[src/rtl/uart_pkg.sv]
// Shared UART definitions: default generator widths and the default-width divisor type.
package uart_pkg;

  localparam int unsigned UART_BAUD_W_DEF = 13;
  localparam int unsigned UART_FRAC_W_DEF = 3;
  localparam int unsigned UART_OVS_W_DEF  = 4;

  typedef logic [UART_BAUD_W_DEF-1:0] baud_val_t;

endpackage

[src/rtl/uart_baud_frac.sv]
// Fractional-baud carry accumulator and stretch flag. A carry out of the accumulator
// arms the stretch flag, which adds one cycle to the current oversample period.
module uart_baud_frac
  import uart_pkg::*;
#(
  parameter int unsigned FRAC_W = UART_FRAC_W_DEF
) (
  input  logic              clk_i,
  input  logic              rst_ni,
  input  logic              step_i,
  input  logic              clear_i,
  input  logic              drop_stretch_i,
  input  logic [FRAC_W-1:0] fraction_i,
  output logic              stretch_req_o,
  output logic              carry_o,
  output logic [FRAC_W-1:0] acc_o
);

  logic [FRAC_W-1:0] acc_q, acc_d;
  logic              stretch_q, stretch_d;
  logic [FRAC_W:0]   sum;

  assign sum = {1'b0, acc_q} + {1'b0, fraction_i};

  always_comb begin
    acc_d     = acc_q;
    stretch_d = stretch_q;
    if (clear_i) begin
      acc_d     = '0;
      stretch_d = 1'b0;
    end else if (drop_stretch_i) begin
      stretch_d = 1'b0;
    end else if (step_i) begin
      // A pending stretch consumes this step; the fraction was already added.
      if (stretch_q) begin
        stretch_d = 1'b0;
      end else begin
        acc_d     = sum[FRAC_W-1:0];
        stretch_d = sum[FRAC_W];
      end
    end
  end

  always_ff @(posedge clk_i or negedge rst_ni) begin
    if (!rst_ni) begin
      acc_q     <= '0;
      stretch_q <= 1'b0;
    end else begin
      acc_q     <= acc_d;
      stretch_q <= stretch_d;
    end
  end

  assign stretch_req_o = stretch_q;
  assign carry_o       = sum[FRAC_W];
  assign acc_o         = acc_q;

endmodule

[src/rtl/uart_baud_gen.sv]
// UART baud generator: oversample tick, bit-rate tick and oversample phase, with fractional
// divisor support. Optional UART_BAUD_RX_RESYNC_EN adds RX_RESYNC for receiver bit-centring.
module uart_baud_gen
  import uart_pkg::*;
#(
  parameter int unsigned BAUD_W = UART_BAUD_W_DEF,
  parameter int unsigned FRAC_W = UART_FRAC_W_DEF,
  parameter int unsigned OVS_W  = UART_OVS_W_DEF
) (
  input  logic              CLK,
  input  logic              RESET_N,
  input  logic              EN,
  input  logic [BAUD_W-1:0] BAUD_VAL,
  input  logic [FRAC_W-1:0] BAUD_VAL_FRACTION,
  input  logic              BAUD_LOAD,
`ifdef UART_BAUD_RX_RESYNC_EN
  input  logic              RX_RESYNC,
`endif
  output logic              BAUD_TICK,
  output logic              XMIT_TICK,
  output logic [OVS_W-1:0]  OVS_PHASE
);

  localparam logic [OVS_W-1:0] OvsLast = '1;
  localparam logic [OVS_W-1:0] OvsMid  = {1'b1, {(OVS_W-1){1'b0}}};

  logic [BAUD_W-1:0] cnt_q, cnt_d;
  logic              tick_q, tick_d;
  logic [OVS_W-1:0]  phase_q, phase_d;
  logic              cnt_zero;
  logic              step;
  logic              stretch_req;
  logic              carry;
  logic [FRAC_W-1:0] acc;
  logic              resync;

`ifdef UART_BAUD_RX_RESYNC_EN
  assign resync = RX_RESYNC & ~BAUD_LOAD;
`else
  assign resync = 1'b0;
`endif

  assign cnt_zero = (cnt_q == '0);
  assign step     = EN & cnt_zero & ~BAUD_LOAD & ~resync;

  uart_baud_frac #(
    .FRAC_W(FRAC_W)
  ) u_frac (
    .clk_i         (CLK),
    .rst_ni        (RESET_N),
    .step_i        (step),
    .clear_i       (BAUD_LOAD),
    .drop_stretch_i(resync),
    .fraction_i    (BAUD_VAL_FRACTION),
    .stretch_req_o (stretch_req),
    .carry_o       (carry),
    .acc_o         (acc)
  );

  always_comb begin
    cnt_d   = cnt_q;
    tick_d  = 1'b0;
    phase_d = phase_q;
    if (BAUD_LOAD) begin
      cnt_d   = BAUD_VAL;
      phase_d = '0;
    end else if (resync) begin
      // Half a bit of oversample ticks remain until the next bit-rate tick.
      cnt_d   = BAUD_VAL;
      phase_d = OvsMid;
    end else if (EN) begin
      if (tick_q) begin
        phase_d = phase_q + OVS_W'(1);
      end
      if (!cnt_zero) begin
        cnt_d = cnt_q - BAUD_W'(1);
      end else if (stretch_req || !carry) begin
        tick_d = 1'b1;
        cnt_d  = BAUD_VAL;
      end
    end
  end

  always_ff @(posedge CLK or negedge RESET_N) begin
    if (!RESET_N) begin
      cnt_q   <= '0;
      tick_q  <= 1'b0;
      phase_q <= '0;
    end else begin
      cnt_q   <= cnt_d;
      tick_q  <= tick_d;
      phase_q <= phase_d;
    end
  end

  assign BAUD_TICK = tick_q;
  assign XMIT_TICK = tick_q & (phase_q == OvsLast);
  assign OVS_PHASE = phase_q;

  // The accumulator value is only observed inside the fraction block.
  logic unused_acc;
  assign unused_acc = ^acc;

endmodule
[config.mk]
export PLATFORM = sky130hd
export DESIGN_NAME = uart_baud_gen
export DESIGN_NICKNAME = d
export VERILOG_FILES = /design/src/rtl/uart_pkg.sv /design/src/rtl/uart_baud_frac.sv /design/src/rtl/uart_baud_gen.sv
export SDC_FILE = /design/constraint.sdc
export NUM_CORES = 1
export LEC_CHECK = 0
export CAP_MARGIN = 5
export CORE_MARGIN = 4
export CORE_UTILIZATION = 40
export CTS_CLUSTER_SIZE = 25
export DETAILED_ROUTE_END_ITERATION = 8
export HOLD_SLACK_MARGIN = 0.08
export PLACE_DENSITY = 0.68
export RECOVER_POWER = 25
export SETUP_SLACK_MARGIN = 0.1
export SYNTH_ARGS = -nofsm -noshare
export SYNTH_HDL_FRONTEND = slang
export SYNTH_SLANG_ARGS = --single-unit
[constraint.sdc]
create_clock -name CLK -period 2.3 [get_ports CLK]
set_input_delay 0.46 -clock CLK [delete_from_list [all_inputs] [get_ports CLK]]
set_output_delay 0.46 -clock CLK [all_outputs]
set_load 0.005 [all_outputs]
* Word-level counts from Yosys, hierarchy flattened
Cells that the tools add are included.
** Cells by class
- Add/sub/neg operators :: 3
- Mux-type cells :: 17
- Eq/ne operators :: 3
- Bitwise operators :: 4
- Reduce and logical (&&, ||, !) cells :: 9
** Operators by type and width (count)
- 13-bit 2-to-1 mux :: 4
- 13-bit zero test :: 1
- 13-bit by 1-bit subtractor with 13-bit output, second input constant :: 1
- 4-bit 2-to-1 mux :: 3
- 3-bit 2-to-1 mux :: 3
- 1-bit 2-to-1 mux :: 7
- 2-bit AND reduction :: 3
- 2-bit nonzero test :: 3
- 3-bit by 3-bit adder with 4-bit output :: 1
- 4-bit by 1-bit adder with 4-bit output, second input constant :: 1
- 4-bit equality test, second input constant :: 1
- 1-bit bitwise AND :: 3
- 3-bit by 2-bit inequality test with 1-bit output, second input constant :: 1
- 2-bit inequality test, second input constant :: 1
- 1-bit zero test :: 1
- 1-bit logical OR :: 1
- 1-bit inverter :: 1
** Storage, ports and cells
- Output and inout port bits :: 6
- Bits in registers :: 22
- Input bits :: 20

* Depth between registers and ports, before layout
- Depth in word-level cells :: 7
- Gate-level depth with buffers :: 6

* Modules after synthesis
From an unflattened synthesis, not the netlist that was laid out.
** Second synthesis, totals
- Cell total of the unflattened synthesis :: 160
- Area total of the unflattened synthesis :: 1501.4 um^2
** Modules (own cells, without submodules)
- uart_baud_gen :: cells an instance 138, area an instance 1233.7 um^2, times used 1
- uart_baud_frac :: cells an instance 22, area an instance 267.8 um^2, times used 1

* Worst setup path before layout
OpenSTA, ideal clock, no wires.
- Path kind :: flip-flop to flip-flop
- Start point :: register cnt_q[4]
- End point :: register cnt_q[11]
- Cell stages (with the launch flop) :: 6
- Library setup time :: 0.125 ns
- Slack :: 0.215 ns
- Data arrival time :: 1.960 ns
- Cell sequence :: dfrtp_1 -> or4_1 -> buf_2 -> nor4_1 -> mux2_2 -> mux2_2
** On the way
- Longest elaborated chain between the ends :: 4
- Elaborated cells between the ends (all ways) :: 7
** RTL lines
- start: declaration :: line uart_baud_gen.sv:27 : logic [BAUD_W-1:0] cnt_q, cnt_d;
- start signal: assignment :: line uart_baud_gen.sv:90 : cnt_q <= cnt_d;
- 13-bit by 1-bit subtractor with 13-bit output or 13-bit zero test (tied branches) :: line uart_baud_gen.sv:76, uart_baud_gen.sv:43
- 13-bit 2-to-1 mux :: line uart_baud_gen.sv:75 : if (!cnt_zero) begin
- 13-bit 2-to-1 mux :: line uart_baud_gen.sv:71 : end else if (EN) begin
- 13-bit 2-to-1 mux :: line uart_baud_gen.sv:64 : if (BAUD_LOAD) begin
Parallel ways exist; a longest one is shown, timed or not. The select of a mux whose other input is x is not followed.
A chain may end at the register's enable or synchronous reset.

* Worst setup path in the final report
- Start point :: input port EN
- End point :: register u_frac.acc_q[2], in the netlist u_frac.acc_o[2]
** On the way
- Longest elaborated chain between the ends :: 4
** RTL lines
- start: declaration :: line uart_baud_gen.sv:12 : input logic EN,
- 1-bit bitwise AND (2 in series) :: line uart_baud_gen.sv:44 : assign step = EN & cnt_zero & ~BAUD_LOAD & ~resync;
- 2-bit nonzero test (no source line)
- 2-bit AND reduction (no source line)
- end signal: assignment :: line uart_baud_frac.sv:46 : acc_q <= '0;
- end signal: assignment :: line uart_baud_frac.sv:49 : acc_q <= acc_d;
- end: declaration :: line uart_baud_frac.sv:19 : logic [FRAC_W-1:0] acc_q, acc_d;
No other way between the ends.

==> flow_summary.json <==
{
  "routed_wirelength_mm": 4.15,
  "grt.overflow.total": 0,
  "worst_reg2reg_endpoint": "u_frac.acc_o[2]",
  "final_cells": 259,
  "power.sequential.fraction": 0.430,
  "route.vias.total": 1525,
  "fin_crit_sh": 0.936,
  "final.setup.tns_ns": 0,
  "number_of_flops_mapped_to_enable_cells_by_yosys": 0,
  "post_drt_via_cell_ratio": 5.89,
  "cts.clk_slew.worst_paths_ns": 0.08,
  "cts_hold_buffers": 0,
  "finalHoldViolations": 0,
  "core_area_mm2": 0.00369,
  "ys_types": 52,
  "clock_tree_from_tritoncts": "done",
  "min_path_type": "reg2reg",
  "worst_r2r_startpoint": "cnt_q[7]",
  "worst-endpoint-required_ns": 2.46,
  "worst_path_arrival_time_ns": 2.31,
  "fmax_mhz": 464,
  "gp_routability_congestion": 0.875,
  "synth-async-reset-ratio": 1.00,
  "p_int_w": 0.000752,
  "clock_latency_ns": 0.27,
  "grt_setup_unrepaired": "true",
  "groute.usage.overall": 0.176,
  "reg2reg_depth": 6,
  "initial_util": 0.419,
  "drtPass1Iterations": 5,
  "vias_in_the_first_global_route": 1512,
  "area_growth_syn_to_layout_pct": 33.2,
  "finalNetCount": 239,
  "routed_wire_length_per_instance_um": 16.0,
  "clock_path_buffers": 2,
  "floorplan.die_area_mm2": 0.00492,
  "grt_antenna_before_repair": 0,
  "worstSetupPathType": "in2reg",
  "synth-seq-cells": 22,
  "ys.warnings.count": 0,
  "worst-r2r-setup-slack_ns": 0.18,
  "avgSynthCellArea_um2": 9.25,
  "antenna_left": 0,
  "ir_worst_vdd_uv": 338,
  "critical_path.endpoint_type": "flop",
  "clock_power_share": 0.359,
  "clockRootBuffer": "sky130_fd_sc_hd__clkbuf_8",
  "ctsHtreeMaxLevel": 1,
  "detailedPlacementHpwl_mm": 3.20,
  "cts_num_sinks": 22,
  "die_y_um": 70.2,
  "final.min_clock_period_ns": 2.15,
  "synth.yosys.seq_area_share": 0.356,
  "power_switching_share": 0.265,
  "ys.flop_type": "sky130_fd_sc_hd__dfrtp_1",
  "combPwrFrac": 0.211,
  "place.port_buffers": 25,
  "drtIter0Drc": 124,
  "cp-start-kind": "primary input",
  "status": "completed",
  "drcViolationCount": 0,
  "io_pins": 26,
  "clock-skew-final_ns": 0.00218,
  "fill_cells": 330,
  "grt_start_max_net_pins": 23,
  "global_route_wire_length_before_repair_mm": 7.03,
  "power.density_cell_area_mw_per_mm2": 497,
  "transition_at_the_pin_with_the_smallest_max_transition_slack_ns": 1.21,
  "hold_path_startpoint": "u_frac.acc_o[0]",
  "power.leakage_nw": 0.851,
  "p_sw_w": 0.000271,
  "insertedDiodeCount": 0,
  "share_of_post_route_cells_with_drive_strength_above_1": 0.209,
  "timing.hold.worst_endpoint": "u_frac.acc_o[0]",
  "placement_rows": 22,
  "dieWidth_um": 70.2,
  "slew_viol_final": 0,
  "placed_cells_incl_taps": 252,
  "finalCoreUtilization": 0.558,
  "mapped_nets": 194,
  "max_slew_margin": 0.194,
  "cts-buffers-inserted": 3,
  "top_fanout_value_on_the_critical_path": 5,
  "syn_area_mm2": 0.00155,
  "synthesis.instances": 167,
  "cap_viol_max_count": 0,
  "setup_viol": 0,
  "min_path_cells": 2
}
## cells in the mapped netlist (2+ instances only)
library cell               number  share of area
sky130_fd_sc_hd__a211oi_1       5          0.024
sky130_fd_sc_hd__a21oi_1        8          0.026
sky130_fd_sc_hd__a221o_2        2          0.015
sky130_fd_sc_hd__a22o_1         3          0.017
sky130_fd_sc_hd__a22oi_1        5          0.024
sky130_fd_sc_hd__a311oi_1       4          0.023
sky130_fd_sc_hd__a31oi_1        2         0.0081
sky130_fd_sc_hd__a41oi_1        2          0.011
sky130_fd_sc_hd__and3_1         2         0.0081
sky130_fd_sc_hd__and4_1         2          0.011
sky130_fd_sc_hd__buf_2          2         0.0065
sky130_fd_sc_hd__clkbuf_1       5          0.012
sky130_fd_sc_hd__dfrtp_1       22           0.36
sky130_fd_sc_hd__ha_1           6          0.049
sky130_fd_sc_hd__inv_1         10          0.024
sky130_fd_sc_hd__mux2_2         2          0.015
sky130_fd_sc_hd__nand2_1        8          0.019
sky130_fd_sc_hd__nand3_1        7          0.023
sky130_fd_sc_hd__nand4_1        3          0.012
sky130_fd_sc_hd__nor2_1        17          0.041
sky130_fd_sc_hd__nor3_1         3         0.0097
sky130_fd_sc_hd__nor4_1         3          0.012
sky130_fd_sc_hd__o211ai_1       2         0.0097
sky130_fd_sc_hd__o21ai_0       10          0.032
sky130_fd_sc_hd__o22ai_1        2         0.0081
sky130_fd_sc_hd__or3b_2         2          0.011
sky130_fd_sc_hd__or4_1          2         0.0097
sky130_fd_sc_hd__xor2_1         2          0.011
## metal layers
layer  global-route usage  share of wire  vias to the layer above
met5                    0              0                        -
met4               0.0447         0.0089                        0
met3               0.0259          0.037                        5
met2                0.292           0.50                       41
met1                0.242           0.46                      739
li1                     -              -                      740
## what timing repair did
item,CTS,global route
pin swaps,1,4
resized for setup,1,2
buffers inserted,2,1
setup endpoints to repair,5,9
## state kept, by name, indices dropped and copies added, names as in the netlist
signal	flops
u_frac.stretch_req_o	1
cnt_q	13
BAUD_TICK	1
u_frac.acc_o	3
OVS_PHASE	4
## cell families after synthesis
logic type | Yosys count | share of synthesized area
muxes | 3 | 0.0211
DFF | 22 | 0.356
buffers and inverters | 18 | 0.0502
and+or+nand+nor | 59 | 0.232
adders and majority gates | 7 | 0.0615
xor gates and xnor gates | 3 | 0.0170
AOI/OAI and AO/OA | 55 | 0.262
## cell usage in the layout (no fill, tap or decap), types with 2 or more instances in the layout
master / instances
sky130_fd_sc_hd__nand2_1: 8
sky130_fd_sc_hd__o22ai_1: 2
sky130_fd_sc_hd__mux2_2: 2
sky130_fd_sc_hd__o21ai_0: 9
sky130_fd_sc_hd__nor2_1: 17
sky130_fd_sc_hd__or4_1: 2
sky130_fd_sc_hd__and4_1: 2
sky130_fd_sc_hd__nand3_1: 7
sky130_fd_sc_hd__buf_4: 22
sky130_fd_sc_hd__nand4_1: 3
sky130_fd_sc_hd__a41oi_1: 2
sky130_fd_sc_hd__a211oi_1: 5
sky130_fd_sc_hd__xor2_1: 2
sky130_fd_sc_hd__nor3_1: 3
sky130_fd_sc_hd__dfrtp_1: 22
sky130_fd_sc_hd__a21oi_1: 8
sky130_fd_sc_hd__a22o_1: 3
sky130_fd_sc_hd__clkdlybuf4s50_1: 24
sky130_fd_sc_hd__a22oi_1: 5
sky130_fd_sc_hd__o211ai_1: 2
sky130_fd_sc_hd__inv_1: 9
sky130_fd_sc_hd__a31oi_1: 2
sky130_fd_sc_hd__ha_1: 6
sky130_fd_sc_hd__clkbuf_8: 3
sky130_fd_sc_hd__a311oi_1: 4
sky130_fd_sc_hd__nor4_1: 3
sky130_fd_sc_hd__a221o_2: 2
sky130_fd_sc_hd__and3_1: 2
## metrics by stage
stage | worst slack (ns) | hold WS, ns | area (um2) | total power [W]
floorplan | 0.215 | 0.164 | 1550 | 0.000560
detailed placement | -0.143 | 0.552 | 1970 | 0.000656
finish | 0.147 | 0.559 | 2060 | 0.00102
global placement | -0.127 | 0.552 | 1970 | 0.000649
global route | 0.0863 | 0.612 | 2060 | 0.00107
CTS | 0.101 | 0.550 | 2050 | 0.00103
## layout make-up
cell class                 count  area (um2)  area share
clock inverter                 1        30.0      0.0146
clock buffer                   3        41.3      0.0201
multi-input combinational    127         920       0.447
inverter                      10        37.5      0.0182
timing repair buffer          48         419       0.204
tap                           48        60.1      0.0292
sequential                    22         551       0.267
## power groups by stage
stage                     Combinational [W]  Sequential, W  Clock [W]
after detailed placement           0.000208       0.000447          0
after floorplan                    0.000122       0.000438          0
after global placement             0.000204       0.000445          0
after global routing               0.000236       0.000444   0.000391
after CTS                          0.000214       0.000439   0.000374
final                              0.000216       0.000440   0.000368
## worst max-delay path by stage
stage              from         endpoint  cells past startpoint  slack [ns]
4_1_cts        cnt_q[0]  u_frac.acc_o[2]                      8        0.10
2_1_floorplan  cnt_q[4]        cnt_q[11]                      5        0.22
6_report             EN  u_frac.acc_o[2]                      7        0.15
3_5_place_dp         EN        cnt_q[11]                      5       -0.14
3_3_place_gp         EN        cnt_q[11]                      5       -0.13
5_1_grt              EN  u_frac.acc_o[2]                      7        0.09
## critical path, stage by stage
cell and delay [ns]:
sky130_fd_sc_hd__clkdlybuf4s50_1 0.48, sky130_fd_sc_hd__or3b_4 0.39, sky130_fd_sc_hd__buf_4 0.16, sky130_fd_sc_hd__nor4_4 0.30, sky130_fd_sc_hd__buf_4 0.19, sky130_fd_sc_hd__a21oi_1 0.07, sky130_fd_sc_hd__a311oi_1 0.28
No activity file was read; power rests on OpenSTA's default activity.
==> variant 1: new RTL, same flow settings <==
Set the package constant `UART_OVS_W_DEF` to 5 (it was 4).
--- a/src/rtl/uart_pkg.sv
+++ b/src/rtl/uart_pkg.sv
@@ -3,7 +3,7 @@
 
   localparam int unsigned UART_BAUD_W_DEF = 13;
   localparam int unsigned UART_FRAC_W_DEF = 3;
-  localparam int unsigned UART_OVS_W_DEF  = 4;
+  localparam int unsigned UART_OVS_W_DEF  = 5;
 
   typedef logic [UART_BAUD_W_DEF-1:0] baud_val_t;
 
Ports: changed (resized OVS_PHASE); port bits go from 26 to 27. The function was not compared with the original's and may differ.
==> variant 1 against the unedited design <==
  * Non-clock buffer count decreased by 5
  * Design area decreased by 2.9%
  * Synthesized cell count decreased by 3.0%
  * Area after synthesis decreased by 0.24%
  * Sequential cell count increased by 1
  * Sequential power increased by 10%
  * Combinational power decreased by 9.3%
  * Highest routed layer unchanged
  * Largest cell class unchanged
  * Critical endpoint is now XMIT_TICK
  * Final cell count decreased by 3.1%
  * Global-route usage decreased by 0.48 points
  * Count of clock-buffer cells in the layout unchanged
  * Power decreased by 7.9%
  * Setup slack improved by 0.075 ns
  * Hold slack improved by 0.0026 ns
  * Wire length decreased by 2.1%
==> variant 1: results (changes against the unedited design) <==
* Non-filler instance count after layout at 251 (was 259)
* Post-layout total power at 0.943 mW (was 1.02 mW)
* Design area at 2000 sq um (was 2060 sq um)
* Final #Nets at 232 (was 239)
* Synth cell count leaders: 23 x dfrtp_1, 12 x nor2_1, 10 x a21oi_1 (was 22 x dfrtp_1, 17 x nor2_1, 10 x inv_1, 10 x o21ai_0)
* Overall routing resource usage at 0.172 (was 0.176)
* Cts bufs inserted at 3 (unchanged)
* Run status: complete, no violations (unchanged)
* Setup WS post-layout at 0.222 ns (was 0.147 ns)
* Vias in the first global route at 1552 (was 1512)
* N_diodes at 0 (unchanged)
* Area fraction in compound gates after synthesis at 0.192 (was 0.262)
* Peak supply drop at 0.262 mV (was 0.338 mV)
* Synthesized area divided by synthesized cell count at 9.52 sq um (was 9.25 sq um)
* Xor and xnor fraction of the mapped netlist area at 0.0170 (about the same)
* Placement Setup Slack at 0.0159 ns (was -0.143 ns)
* Largest stage delay on the critical path at 0.39 ns (was 0.48 ns)
* Number of distinct standard cells referenced by the synthesized netlist at 50 (was 52)
* Leakage power summed over all cells at 0.788 nW (was 0.851 nW)
* Slowest cell on the critical path: dfrtp_1 (was clkdlybuf4s50_1)
* Largest net degree at the start of global routing at 24 (was 23)
* Largest fanout on the critical path at 2 (was 5)
* Comb pwr at 0.196 mW (was 0.216 mW)
* Relative max-transition margin at 0.144 (was 0.194)
* Number of search-and-repair iterations in the first detailed-routing pass at 5 (unchanged)
* Top post-synthesis cells by area: dfrtp_1 37%, ha_1 5.7%, nor4_4 4.1%, a22oi_1 3.4%, a21oi_1 3.2% (was dfrtp_1 36%, ha_1 4.9%, nor2_1 4.1%, o21ai_0 3.2%, a21oi_1 2.6%)
* Cell class contributing the biggest share of worst-path delay: flip-flops (was buffers and inverters)
* Port bufs at 26 (was 25)
* 1st-iter DRT viols at 100 (was 124)
* DP HPWL at 3140 um (was 3200 um)
* Arrival time at the worst endpoint at 1.62 ns (was 2.31 ns)
* Number of inserted filler cells in the final layout at 361 (was 330)
* First-pass GRT wire length at 7000 um (was 7030 um)
* Synth Area in Adders at 0.0698 (was 0.0615)
* Final clock skew at 0.00545 ns (was 0.00218 ns)
* Per-cell routed wire length at 16.2 um (was 16.0 um)
* Detailed-route via count at 1479 (was 1525)
* Clock Root Buffer: clkbuf_8 (unchanged)
* Switching power of the nets at 0.290 mW (was 0.271 mW)
* Final weighted congestion in routability-driven placement at 0.867 (was 0.875)
* Part of the Yosys area used for sequential elements at 0.373 (was 0.356)
* Number of antenna violations at the first check in global routing at 0 (unchanged)
* Count of instances resized after the clock tree is built at 1 (unchanged)
* Depth of the worst register-to-register path at 7 (was 6)
* Min-Delay Path Depth at 2 (unchanged)
* Sequential power share at 0.513 (was 0.430)
* Net count after synthesis at 190 (was 194)
* Share of cell area taken by muxes after synthesis at 0.0276 (was 0.0211)
* Placement-stage cell area at 1940 sq um (was 1970 sq um)
* Share of final-layout standard cells stronger than drive strength 1 at 0.163 (was 0.209)
variant 1: layout make-up:
class                   count  area share
well taps                  48      0.0300
repair buffers             43       0.191
inverters                   5     0.00939
flip-flops and latches     23       0.288
multi-input cells         128       0.458
clock buffers               3      0.0207
clock inverters             1     0.00250
variant 1: worst paths after layout:
kind | startpoint | endpoint | slack [ns]
min | OVS_PHASE[4] | OVS_PHASE[4] | 0.56
max | OVS_PHASE[0] | XMIT_TICK | 0.22
min reg2reg | OVS_PHASE[4] | OVS_PHASE[4] | 0.56
max reg2reg | cnt_q[0] | cnt_q[4] | 0.24
min in group asynchronous | RESET_N | OVS_PHASE[2] | 0.98
max in group asynchronous | RESET_N | cnt_q[8] | 0.56
variant 1: routing by layer:
layer / GRT usage / up-vias / share of wire
li1: - / 705 / -
met1: 0.207 / 725 / 0.43
met2: 0.315 / 44 / 0.52
met3: 0.0245 / 5 / 0.042
met4: 0.0468 / 0 / 0.010
met5: 0 / - / 0
==> variant 2: new RTL, same settings <==
Made on the original files. Add an input register stage for `EN`, `BAUD_VAL` and `BAUD_VAL_FRACTION`, cleared by the reset; this delays them by one clock. The other inputs are not delayed to match.
--- a/src/rtl/uart_baud_gen.sv
+++ b/src/rtl/uart_baud_gen.sv
@@ -24,6 +24,22 @@
   localparam logic [OVS_W-1:0] OvsLast = '1;
   localparam logic [OVS_W-1:0] OvsMid  = {1'b1, {(OVS_W-1){1'b0}}};
 
+  logic EN_q;
+  logic [BAUD_W-1:0] BAUD_VAL_q;
+  logic [FRAC_W-1:0] BAUD_VAL_FRACTION_q;
+
+  always_ff @(posedge CLK or negedge RESET_N) begin
+    if (!RESET_N) begin
+      EN_q                <= '0;
+      BAUD_VAL_q          <= '0;
+      BAUD_VAL_FRACTION_q <= '0;
+    end else begin
+      EN_q                <= EN;
+      BAUD_VAL_q          <= BAUD_VAL;
+      BAUD_VAL_FRACTION_q <= BAUD_VAL_FRACTION;
+    end
+  end
+
   logic [BAUD_W-1:0] cnt_q, cnt_d;
   logic              tick_q, tick_d;
   logic [OVS_W-1:0]  phase_q, phase_d;
@@ -41,7 +57,7 @@
 `endif
 
   assign cnt_zero = (cnt_q == '0);
-  assign step     = EN & cnt_zero & ~BAUD_LOAD & ~resync;
+  assign step     = EN_q & cnt_zero & ~BAUD_LOAD & ~resync;
 
   uart_baud_frac #(
     .FRAC_W(FRAC_W)
@@ -51,7 +67,7 @@
     .step_i        (step),
     .clear_i       (BAUD_LOAD),
     .drop_stretch_i(resync),
-    .fraction_i    (BAUD_VAL_FRACTION),
+    .fraction_i    (BAUD_VAL_FRACTION_q),
     .stretch_req_o (stretch_req),
     .carry_o       (carry),
     .acc_o         (acc)
@@ -62,13 +78,13 @@
     tick_d  = 1'b0;
     phase_d = phase_q;
     if (BAUD_LOAD) begin
-      cnt_d   = BAUD_VAL;
+      cnt_d   = BAUD_VAL_q;
       phase_d = '0;
     end else if (resync) begin
       // Half a bit of oversample ticks remain until the next bit-rate tick.
-      cnt_d   = BAUD_VAL;
+      cnt_d   = BAUD_VAL_q;
       phase_d = OvsMid;
-    end else if (EN) begin
+    end else if (EN_q) begin
       if (tick_q) begin
         phase_d = phase_q + OVS_W'(1);
       end
@@ -76,7 +92,7 @@
         cnt_d = cnt_q - BAUD_W'(1);
       end else if (stretch_req || !carry) begin
         tick_d = 1'b1;
-        cnt_d  = BAUD_VAL;
+        cnt_d  = BAUD_VAL_q;
       end
     end
   end
Behaviour: not the same (Yosys sat finds a counterexample within 4 cycles, from zero or initial values and one cycle with RESET_N low).
==> variant 2 against the unedited design <==
  * Power increased by 64%
  * Sequential share of layout area increased by 12 points
  * Setup slack improved by 0.073 ns
  * Area after synthesis increased by 28%
  * Register-to-register slack improved by 0.04 ns
  * Wire length increased by 18%
  * Highest routed layer unchanged
  * Sequential cell count increased by 17
  * Design area increased by 23%
==> variant 2: results (changes against the unedited design) <==
* Run status: complete, no violations (unchanged)
* Slowest cell on the critical path: or4b_4 (was clkdlybuf4s50_1)
* Share of final-layout standard cells stronger than drive strength 1 at 0.175 (was 0.209)
* Net count after synthesis at 210 (was 194)
* Wire length on met2 at 2300 um (was 2060 um)
* Reg2Reg Setup Slack at 0.22 ns (was 0.18 ns)
* Cell class contributing the biggest share of worst-path delay: simple AND/OR/NAND/NOR gates (was buffers and inverters)
* Arrival time at the worst endpoint at 2.29 ns (was 2.31 ns)
* Relative max-transition margin at 0.390 (was 0.194)
* Synth cell count leaders: 39 x dfrtp_1, 10 x nor2_1, 9 x o21ai_0 (was 22 x dfrtp_1, 17 x nor2_1, 10 x inv_1, 10 x o21ai_0)
* Met1 Wirelength at 2180 um (was 1900 um)
* Largest net degree at the start of global routing at 18 (was 23)
* Port bufs at 25 (unchanged)
* Number of distinct standard cells referenced by the synthesized netlist at 54 (was 52)
* Cts bufs inserted at 5 (was 3)
* Clock Root Buffer: clkbuf_8 (unchanged)
* Largest stage delay on the critical path at 0.54 ns (was 0.48 ns)
* Setup tns final at 0 ns (unchanged)
* Final weighted congestion in routability-driven placement at 0.925 (was 0.875)
* Max clock buf depth at 2 (unchanged)
* Number of search-and-repair iterations in the first detailed-routing pass at 4 (was 5)
* Clk_lat worst skew at 0.30 ns (was 0.27 ns)
* Top post-synthesis cells by area: dfrtp_1 49%, ha_1 3.8%, a22oi_1 3.0%, o21ai_0 2.3%, a21oi_1 2.0% (was dfrtp_1 36%, ha_1 4.9%, nor2_1 4.1%, o21ai_0 3.2%, a21oi_1 2.6%)
* Endpoints failing setup at 0 (unchanged)
* Number of antenna violations at the first check in global routing at 0 (unchanged)
* Overall routing resource usage at 0.172 (was 0.176)
* Part of the Yosys area used for sequential elements at 0.493 (was 0.356)
* Count of buffers added by post-CTS timing repair for setup at 0 (was 2)
* Final clock skew at 0.00361 ns (was 0.00218 ns)
* Largest fanout on the critical path at 6 (was 5)
* 1st-iter DRT viols at 117 (was 124)
* Final #Nets at 254 (was 239)
* Reg2Reg Launch Point: cnt_q[1] (was cnt_q[7])
* H-tree level count at 2 (was 1)
* Wire length reported by the detailed router at 4890 um (was 4150 um)
* Peak supply drop at 0.325 mV (was 0.338 mV)
* Switching power of the nets at 0.461 mW (was 0.271 mW)
* Detailed-route via count at 1712 (was 1525)
* Critical setup path kind: flop to flop (was primary input to flop)
* DP HPWL at 3690 um (was 3200 um)
* Leakage power summed over all cells at 1.02 nW (was 0.851 nW)
* Worst hold path startpoint: u_frac.acc_o[0] (unchanged)
* First-pass GRT wire length at 8310 um (was 7030 um)
* Vias in the first global route at 1637 (was 1512)
* Path type of the worst min-delay path: flop to flop (unchanged)
* Routed met3 length at 335 um (was 152 um)
==> variant 2: power by group through the flow <==
stage / Combinational, mW / Sequential (mW) / Clock [mW]
after global routing: 0.318 / 0.802 / 0.635
after detailed placement: 0.288 / 0.802 / 0
final: 0.288 / 0.793 / 0.596
after global placement: 0.284 / 0.802 / 0
after CTS: 0.290 / 0.789 / 0.610
after floorplan: 0.177 / 0.780 / 0
==> variant 2: logic make-up (layout without fill, tap and decap cells) <==
| logic type | count (synthesis) | in the layout | synth area share |
|---|---|---|---|
| compound gates | 60 | 60 | 0.219 |
| flops | 39 | 39 | 0.493 |
| fa+ha+maj | 7 | 7 | 0.0481 |
| buf+inv | 16 | 61 | 0.0392 |
| mux | 1 | 1 | 0.00506 |
| simple gates | 57 | 57 | 0.182 |
| xor+xnor | 3 | 3 | 0.0133 |
==> variant 2: path summary, 6_finish.rpt <==
path / end / cells past startpoint
setup reg to reg: cnt_q[2] / 7
hold / removal: u_frac.acc_o[0] / 2
setup / recovery: cnt_q[2] / 7
min in group asynchronous: BAUD_VAL_q[7] / 2
hold reg to reg: u_frac.acc_o[0] / 2
max in group asynchronous: u_frac.acc_o[0] / 3
==> variant 2: repair_timing <==
action                                  CTS  global route
endpoints found under the setup margin    0            10
hold endpoints to repair                  6             0
hold buffers                              1             0
gates resized for setup                   0             2
==> variant 2: tightest hold or removal path, cell delays in order (launching register included) <==
cell and delay, ns:
dfrtp_1 0.38, o21ai_0 0.07, a21oi_1 0.06
==> variant 2: routing by layer <==
metal,GRT usage,vias to the layer above
li1,-,800
met1,0.254,836
met2,0.250,65
met3,0.0333,11
met4,0.0647,0
met5,0,-
==> variant 2: stage by stage <==
stage                     cells  hold slack [ns]  area (sq um)  utilization  worst slack (ns)
after CTS                   295            0.560          2530        0.532             0.105
after global placement      286            0.403          2400        0.505             0.177
final                       295            0.553          2530        0.533             0.220
after global routing        295            0.594          2530        0.533             0.103
after floorplan             183            0.164          1980            -             0.301
after detailed placement    286            0.404          2400        0.505             0.112
==> variant 2: cell type report <==
| cell class | count | area [sq um] |
|---|---|---|
| fillers | 432 | 2220 |
| flip-flops and latches | 39 | 976 |
| multi-input cells | 128 | 931 |
| repair buffers | 45 | 397 |
| well taps | 67 | 83.8 |
| clock buffers | 6 | 82.6 |
| clock inverters | 2 | 35.0 |
| inverters | 8 | 30.0 |
